**src/rtl/ram_arbiter_pkg.sv**
```systemverilog
// Shared constants for the RAM arbiter: owner encoding and default RAM address width.
package ram_arbiter_pkg;

  localparam int ADDR_W_DEF = 13;

  localparam logic OWNER_P0 = 1'b0;
  localparam logic OWNER_P1 = 1'b1;

endpackage

```
**src/rtl/ram_arbiter_if.sv**
```systemverilog
// Request/grant/read-data bundle between two bus masters, the arbiter and the RAM macro.
interface ram_arbiter_if
  import ram_arbiter_pkg::*;
#(
  parameter int ADDR_W = ADDR_W_DEF
) ();

  logic              p0_req;
  logic              p0_we;
  logic [ADDR_W-1:0] p0_addr;
  logic [7:0]        p0_wdata;
  logic              p0_gnt;
  logic              p0_rvalid;

  logic              p1_req;
  logic              p1_we;
  logic [ADDR_W-1:0] p1_addr;
  logic [7:0]        p1_wdata;
  logic              p1_gnt;
  logic              p1_rvalid;

  logic [7:0]        rdata;
  logic [ADDR_W-1:0] ram_addr;
  logic              ram_w_en;
  logic [7:0]        ram_din;
  logic [7:0]        ram_dout;

  modport slave (
    input  p0_req, p0_we, p0_addr, p0_wdata,
    input  p1_req, p1_we, p1_addr, p1_wdata,
    input  ram_dout,
    output p0_gnt, p0_rvalid, p1_gnt, p1_rvalid,
    output rdata, ram_addr, ram_w_en, ram_din
  );

  modport master (
    output p0_req, p0_we, p0_addr, p0_wdata,
    output p1_req, p1_we, p1_addr, p1_wdata,
    output ram_dout,
    input  p0_gnt, p0_rvalid, p1_gnt, p1_rvalid,
    input  rdata, ram_addr, ram_w_en, ram_din
  );

endinterface

```
**src/rtl/ram_arb_grant.sv**
```systemverilog
// Priority select p0 over p1, zero-cycle grant; with RAM_ARB_FAIRNESS_EN a saturating
// starvation counter forces a p1 slot once p1 has waited STARVE_LIMIT cycles.
module ram_arb_grant
  import ram_arbiter_pkg::*;
#(
  parameter int STARVE_LIMIT = 8
) (
`ifdef RAM_ARB_FAIRNESS_EN
  input  logic clk,
`endif
  input  logic rst_n,
  input  logic p0_req,
  input  logic p1_req,
  output logic winner,
  output logic any_grant
);

  logic force_p1;

`ifdef RAM_ARB_FAIRNESS_EN
  localparam int CW = $clog2(STARVE_LIMIT + 1);

  logic [CW-1:0] starve_cnt;

  assign force_p1 = (starve_cnt == CW'(STARVE_LIMIT));

  always_ff @(posedge clk) begin
    if (!rst_n || !p1_req || (any_grant && winner == OWNER_P1)) begin
      starve_cnt <= '0;
    end else if (starve_cnt != CW'(STARVE_LIMIT)) begin
      starve_cnt <= starve_cnt + 1'b1;
    end
  end
`else
  assign force_p1 = 1'b0;
`endif

  // Nothing is granted while reset is held, so no write can slip through.
  always_comb begin
    any_grant = rst_n && (p0_req || p1_req);
    winner    = OWNER_P0;
    if (p1_req && (!p0_req || force_p1)) begin
      winner = OWNER_P1;
    end
  end

endmodule

```
**src/rtl/ram_arbiter.sv**
```systemverilog
// Shares one single-port RAM between CPU (p0) and a secondary master (p1); fairness via RAM_ARB_FAIRNESS_EN.
// Grant in the request cycle, rvalid one cycle after a read grant; losers simply hold req.
module ram_arbiter
  import ram_arbiter_pkg::*;
#(
  parameter int ADDR_W       = ADDR_W_DEF,
  parameter int STARVE_LIMIT = 8
) (
  input  logic          clk,
  input  logic          rst_n,
  ram_arbiter_if.slave  bus
);

  logic              winner;
  logic              any_grant;
  logic              sel_we;
  logic [ADDR_W-1:0] sel_addr;
  logic [7:0]        sel_wdata;
  logic [ADDR_W-1:0] ram_addr_c;
  logic [ADDR_W-1:0] addr_q;
  logic              tag_vld;
  logic              tag_owner;

  ram_arb_grant #(
    .STARVE_LIMIT (STARVE_LIMIT)
  ) u_grant (
`ifdef RAM_ARB_FAIRNESS_EN
    .clk       (clk),
`endif
    .rst_n     (rst_n),
    .p0_req    (bus.p0_req),
    .p1_req    (bus.p1_req),
    .winner    (winner),
    .any_grant (any_grant)
  );

  always_comb begin
    sel_we    = (winner == OWNER_P1) ? bus.p1_we    : bus.p0_we;
    sel_addr  = (winner == OWNER_P1) ? bus.p1_addr  : bus.p0_addr;
    sel_wdata = (winner == OWNER_P1) ? bus.p1_wdata : bus.p0_wdata;
    // Idle cycles keep the address stable so the RAM output does not churn.
    ram_addr_c = any_grant ? sel_addr : addr_q;
  end

  assign bus.p0_gnt   = any_grant && (winner == OWNER_P0);
  assign bus.p1_gnt   = any_grant && (winner == OWNER_P1);
  assign bus.ram_addr = ram_addr_c;
  assign bus.ram_w_en = any_grant && sel_we;
  assign bus.ram_din  = any_grant ? sel_wdata : 8'h00;
  assign bus.rdata    = bus.ram_dout;

  always_ff @(posedge clk) begin
    if (!rst_n) begin
      addr_q    <= '0;
      tag_vld   <= 1'b0;
      tag_owner <= OWNER_P0;
    end else begin
      addr_q    <= ram_addr_c;
      tag_vld   <= any_grant && !sel_we;
      tag_owner <= winner;
    end
  end

  // Gated by rst_n so a tag left over from before reset never surfaces.
  assign bus.p0_rvalid = rst_n && tag_vld && (tag_owner == OWNER_P0);
  assign bus.p1_rvalid = rst_n && tag_vld && (tag_owner == OWNER_P1);

endmodule

```
**src/flat_wrapper.sv**
```systemverilog
// flat-port wrapper written by rule: the top's interface ports become plain ports
module ram_arbiter_flat import ram_arbiter_pkg::*;
#(
  parameter int ADDR_W       = ADDR_W_DEF,
  parameter int STARVE_LIMIT = 8
)
  (clk, rst_n, bus_p0_req, bus_p0_we, bus_p0_addr, bus_p0_wdata, bus_p1_req, bus_p1_we, bus_p1_addr, bus_p1_wdata, bus_ram_dout, bus_p0_gnt, bus_p0_rvalid, bus_p1_gnt, bus_p1_rvalid, bus_rdata, bus_ram_addr, bus_ram_w_en, bus_ram_din);
  ram_arbiter_if #(.ADDR_W(ADDR_W)) bus_i ();
  input  logic clk;
  input  logic rst_n;
  input wire logic [$bits(bus_i.p0_req)-1:0] bus_p0_req;
  input wire logic [$bits(bus_i.p0_we)-1:0] bus_p0_we;
  input wire logic [$bits(bus_i.p0_addr)-1:0] bus_p0_addr;
  input wire logic [$bits(bus_i.p0_wdata)-1:0] bus_p0_wdata;
  input wire logic [$bits(bus_i.p1_req)-1:0] bus_p1_req;
  input wire logic [$bits(bus_i.p1_we)-1:0] bus_p1_we;
  input wire logic [$bits(bus_i.p1_addr)-1:0] bus_p1_addr;
  input wire logic [$bits(bus_i.p1_wdata)-1:0] bus_p1_wdata;
  input wire logic [$bits(bus_i.ram_dout)-1:0] bus_ram_dout;
  output wire logic [$bits(bus_i.p0_gnt)-1:0] bus_p0_gnt;
  output wire logic [$bits(bus_i.p0_rvalid)-1:0] bus_p0_rvalid;
  output wire logic [$bits(bus_i.p1_gnt)-1:0] bus_p1_gnt;
  output wire logic [$bits(bus_i.p1_rvalid)-1:0] bus_p1_rvalid;
  output wire logic [$bits(bus_i.rdata)-1:0] bus_rdata;
  output wire logic [$bits(bus_i.ram_addr)-1:0] bus_ram_addr;
  output wire logic [$bits(bus_i.ram_w_en)-1:0] bus_ram_w_en;
  output wire logic [$bits(bus_i.ram_din)-1:0] bus_ram_din;
  assign bus_i.p0_req = bus_p0_req;
  assign bus_i.p0_we = bus_p0_we;
  assign bus_i.p0_addr = bus_p0_addr;
  assign bus_i.p0_wdata = bus_p0_wdata;
  assign bus_i.p1_req = bus_p1_req;
  assign bus_i.p1_we = bus_p1_we;
  assign bus_i.p1_addr = bus_p1_addr;
  assign bus_i.p1_wdata = bus_p1_wdata;
  assign bus_i.ram_dout = bus_ram_dout;
  assign bus_p0_gnt = bus_i.p0_gnt;
  assign bus_p0_rvalid = bus_i.p0_rvalid;
  assign bus_p1_gnt = bus_i.p1_gnt;
  assign bus_p1_rvalid = bus_i.p1_rvalid;
  assign bus_rdata = bus_i.rdata;
  assign bus_ram_addr = bus_i.ram_addr;
  assign bus_ram_w_en = bus_i.ram_w_en;
  assign bus_ram_din = bus_i.ram_din;
  ram_arbiter #(.ADDR_W(ADDR_W), .STARVE_LIMIT(STARVE_LIMIT)) u_core (.clk(clk), .rst_n(rst_n), .bus(bus_i));
endmodule
```
**config.mk**
```make
export PLATFORM = sky130hd
export DESIGN_NAME = ram_arbiter_flat
export DESIGN_NICKNAME = d
export VERILOG_FILES = /design/src/rtl/ram_arbiter_pkg.sv /design/src/rtl/ram_arbiter_if.sv /design/src/rtl/ram_arb_grant.sv /design/src/rtl/ram_arbiter.sv /design/src/flat_wrapper.sv
export SDC_FILE = /design/constraint.sdc
export NUM_CORES = 1
export LEC_CHECK = 0
export ABC_AREA = 1
export CAP_MARGIN = 30
export CORE_ASPECT_RATIO = 0.6
export CORE_UTILIZATION = 31
export CTS_CLUSTER_SIZE = 25
export DETAILED_ROUTE_END_ITERATION = 6
export PLACE_DENSITY_LB_ADDON = 0.12
export SYNTH_ARGS = -nofsm -noshare
export SYNTH_HDL_FRONTEND = slang
export SYNTH_SLANG_ARGS = --single-unit
```
**constraint.sdc**
```tcl
create_clock -name clk -period 1.2 [get_ports clk]
set_input_delay 0.3 -clock clk [delete_from_list [all_inputs] [get_ports clk]]
set_output_delay 0.3 -clock clk [all_outputs]
set_load 0.02 [all_outputs]
```
==> impl_metrics.yaml <==
clock_network:
  cts.reportedPaths.clkPinSlew_ps: 60
  cts_buffers: 3
  cts_buffer_depth: 2
  h-tree-depth: 1
  cts_root_buffer: "clkbuf_8"
  cts_sinks: 15
  clk_latency_ps: 250
  cts_tree: "done"
sta:
  hold-worst-slack_ps: 359
  drv_slew: 0
  min_period_ps: 1360
  fmax_mhz: 737
  hold_viol: 0
  tns_ps: -2920
  setup_viol: 24
  max_slew_margin_pct: 65.9
  fin_skew_ps: 0
  rsz0062_at_grt: "true"
  worstMarginPinSlew_ps: 511
  timing.final.crit_share_pct: 113
  setup_slack_ps: -156
job:
  drv_cap: 0
run_status:
  failed_checks: "setup timing"
  status: "finished with violations"
pwr:
  total_power_mw: 1.92
  power_leakage_nw: 1.31
  vdd_drop_max_v: 0.000718
  p_per_area_mw_per_mm2: 764
yosys:
  syn_area_per_cell_um2: 5.76
  syn_nets: 234
  yosysUniqueCellTypes: 15
  synth_area_leaders: "dfxtp_1 29%, nand2_1 20%, inv_1 12%"
  yosysSeqAreaShare_pct: 29.3
  ys.flop_type: "dfxtp_1"
  synth_top_cells_by_count: "55 x nand2_1, 32 x inv_1, 22 x nor2_1"
  synth-seq-cells: 15
  netlist_instances: 178
  synth_top_cell_area_share_pct: 29.3
  ys_warn_count: 0
  syn-cell-area_mm2: 0.00103
  yosysTopAreaCell: "dfxtp_1"
  synth-edff-count: 0
  synthArstFlopShare_pct: 0
  synth_most_common_cell: "nand2_1"
hold_path:
  hold-path-endpoint: "u_core.tag_owner$_SDFF_PN0_"
  holdPathStages: 3
  worstHoldPathType: "in -> reg"
  hp-start: "bus_p0_req"
route:
  first_iter_violations: 48
  vias: 1510
  dr.pass1.iters: 4
  wl_um: 4830
  post_drt_wl_per_cell_um: 14.9
  ant_nets: 0
  via_per_inst: 4.66
  drc_errors: 0
grt:
  grt-ovfl-total: 0
  grt_pass1_vias: 1386
  grt_pass1_wl_um: 6730
  grt_max_degree: 15
  antenna_found_initial: 0
  grt_usage_pct: 25.4
worst_setup_path:
  rr_worst_depth: 5
  critical_path_arrival_ps: 1060
  cp-start-kind: "input pin"
  worstSetupPathType: "in -> out"
  regToRegSetupSlack_ps: 390
  r2r_start: "u_core.addr_q[11]$_SDFF_PN0_"
  end_kind: "output port"
  reg2reg_to: "u_core.addr_q[11]$_SDFF_PN0_"
  path_max_fanout: 7
  critPathRequiredTime_ps: 900
die:
  dieHeight_um: 46.6
  dieArea_mm2: 0.00355
  start_util_pct: 34.2
  die_w_um: 76.3
  ios: 90
  std_cell_rows: 15
  coreArea_mm2: 0.00300
placement:
  gp_congestion: 0.764
  portBuffers: 73
  hpwlAfterDp_um: 2640
  dp.cells: 298
cells_and_area:
  finalNetCount: 339
  num_antenna_cells: 0
  fill_cells: 183
  drive_gt1_share_pct: 54.6
  fin_cells: 324
  areaGrowthSynthToFinish_pct: 145
-- worst max-delay path by stage --
stage	startpoint	endpoint	slack, ps	cells past startpoint
global route	bus_p0_req	bus_ram_addr[11]	-190	9
global placement	bus_p0_req	bus_ram_din[0]	-1160	7
floorplan	rst_n	bus_ram_din[0]	20	5
finish	bus_p0_req	bus_ram_addr[5]	-160	8
detailed placement	bus_p1_req	bus_ram_addr[5]	-1180	7
CTS	bus_p0_req	bus_ram_addr[5]	-150	8
-- state kept, by name, summed over array words and instances (netlist names) --
register          count
u_core.tag_vld        1
u_core.tag_owner      1
u_core.addr_q        13
-- critical path: stages --
cell	delay (ps)
buf_12	100
clkinv_8	60
nand2_8	100
buf_12	150
nand2_4	50
nand3_4	90
nand2_4	50
buf_6	120
-- placed cells by master, fill, tap and decap left out --
cell type / synthesis / layout
dlymetal6s2s_1: 0 / 2
clkdlybuf4s50_1: 0 / 1
buf_4: 11 / 27
buf_12: 0 / 4
inv_4: 0 / 1
nand2_1: 55 / 22
dlygate4sd2_1: 0 / 41
inv_1: 32 / 29
and2_1: 1 / 1
clkbuf_8: 0 / 3
nand3_4: 0 / 3
buf_2: 1 / 1
o21ai_2: 0 / 9
clkinv_8: 0 / 2
nand2_2: 2 / 24
a21oi_2: 0 / 4
clkbuf_1: 1 / 1
nor2_1: 22 / 9
nand2_4: 0 / 8
buf_8: 0 / 4
nand3_1: 13 / 1
nor2_2: 0 / 12
dfxtp_1: 15 / 13
nand3_2: 1 / 10
nor2_4: 0 / 1
nand2_8: 0 / 4
buf_6: 2 / 34
a21oi_1: 12 / 8
dfxtp_2: 0 / 2
inv_2: 1 / 1
-- metal layers --
layer | share of wire [%] | global-route usage, % | vias to the layer above
met3 | 5.0 | 5.94 | 6
met4 | 0.75 | 7.31 | 0
met2 | 48 | 41.8 | 47
met5 | 0 | 0 | -
li1 | - | - | 741
met1 | 46 | 33.9 | 716
-- what timing repair did --
action,CTS,global route
pin swaps,66,42
resized for setup,289,43
buffers inserted,23,2
cloned,1,0
endpoints found under the setup margin,40,28
hold buffers,0,0
-- metrics by stage --
| step | util (%) | setup slack [ps] | cell area (um^2) |
|---|---|---|---|
| 6_report | 83.8 | -156 | 2520 |
| 5_1_grt | 83.8 | -191 | 2520 |
| 4_1_cts | 78.2 | -150 | 2350 |
| 3_5_place_dp | 63.3 | -1180 | 1900 |
| 3_3_place_gp | 63.3 | -1160 | 1900 |
| 2_1_floorplan | - | 15.6 | 1080 |
-- where the power goes --
part / leakage (nW) / switching (mW) / total, mW / internal [mW]
sequential: 0.124 / 0.0127 / 0.543 / 0.531
combinational: 1.16 / 0.477 / 0.965 / 0.488
clock: 0.0228 / 0.181 / 0.416 / 0.236
total: 1.31 / 0.670 / 1.92 / 1.25
-- layout make-up --
| cell class | instances | area [um^2] | share of cell area, % |
|---|---|---|---|
| repair buffers | 114 | 1120 | 44.7 |
| well taps | 42 | 52.6 | 2.09 |
| inverters | 33 | 151 | 6.01 |
| multi-input cells | 116 | 841 | 33.4 |
| flip-flops and latches | 15 | 303 | 12.0 |
| clock buffers | 4 | 45.0 | 1.79 |
-- cells by family (layout without fill, tap and decap cells) --
kind of cell | after synthesis | count (layout) | synth area share [%]
AND/OR/NAND/NOR | 94 | 95 | 37.3
flip-flops | 15 | 15 | 29.3
buffers and inverters | 48 | 151 | 23.2
AO/OA/AOI/OAI | 21 | 21 | 10.2
Note: power is estimated with default switching activity, not from simulation.
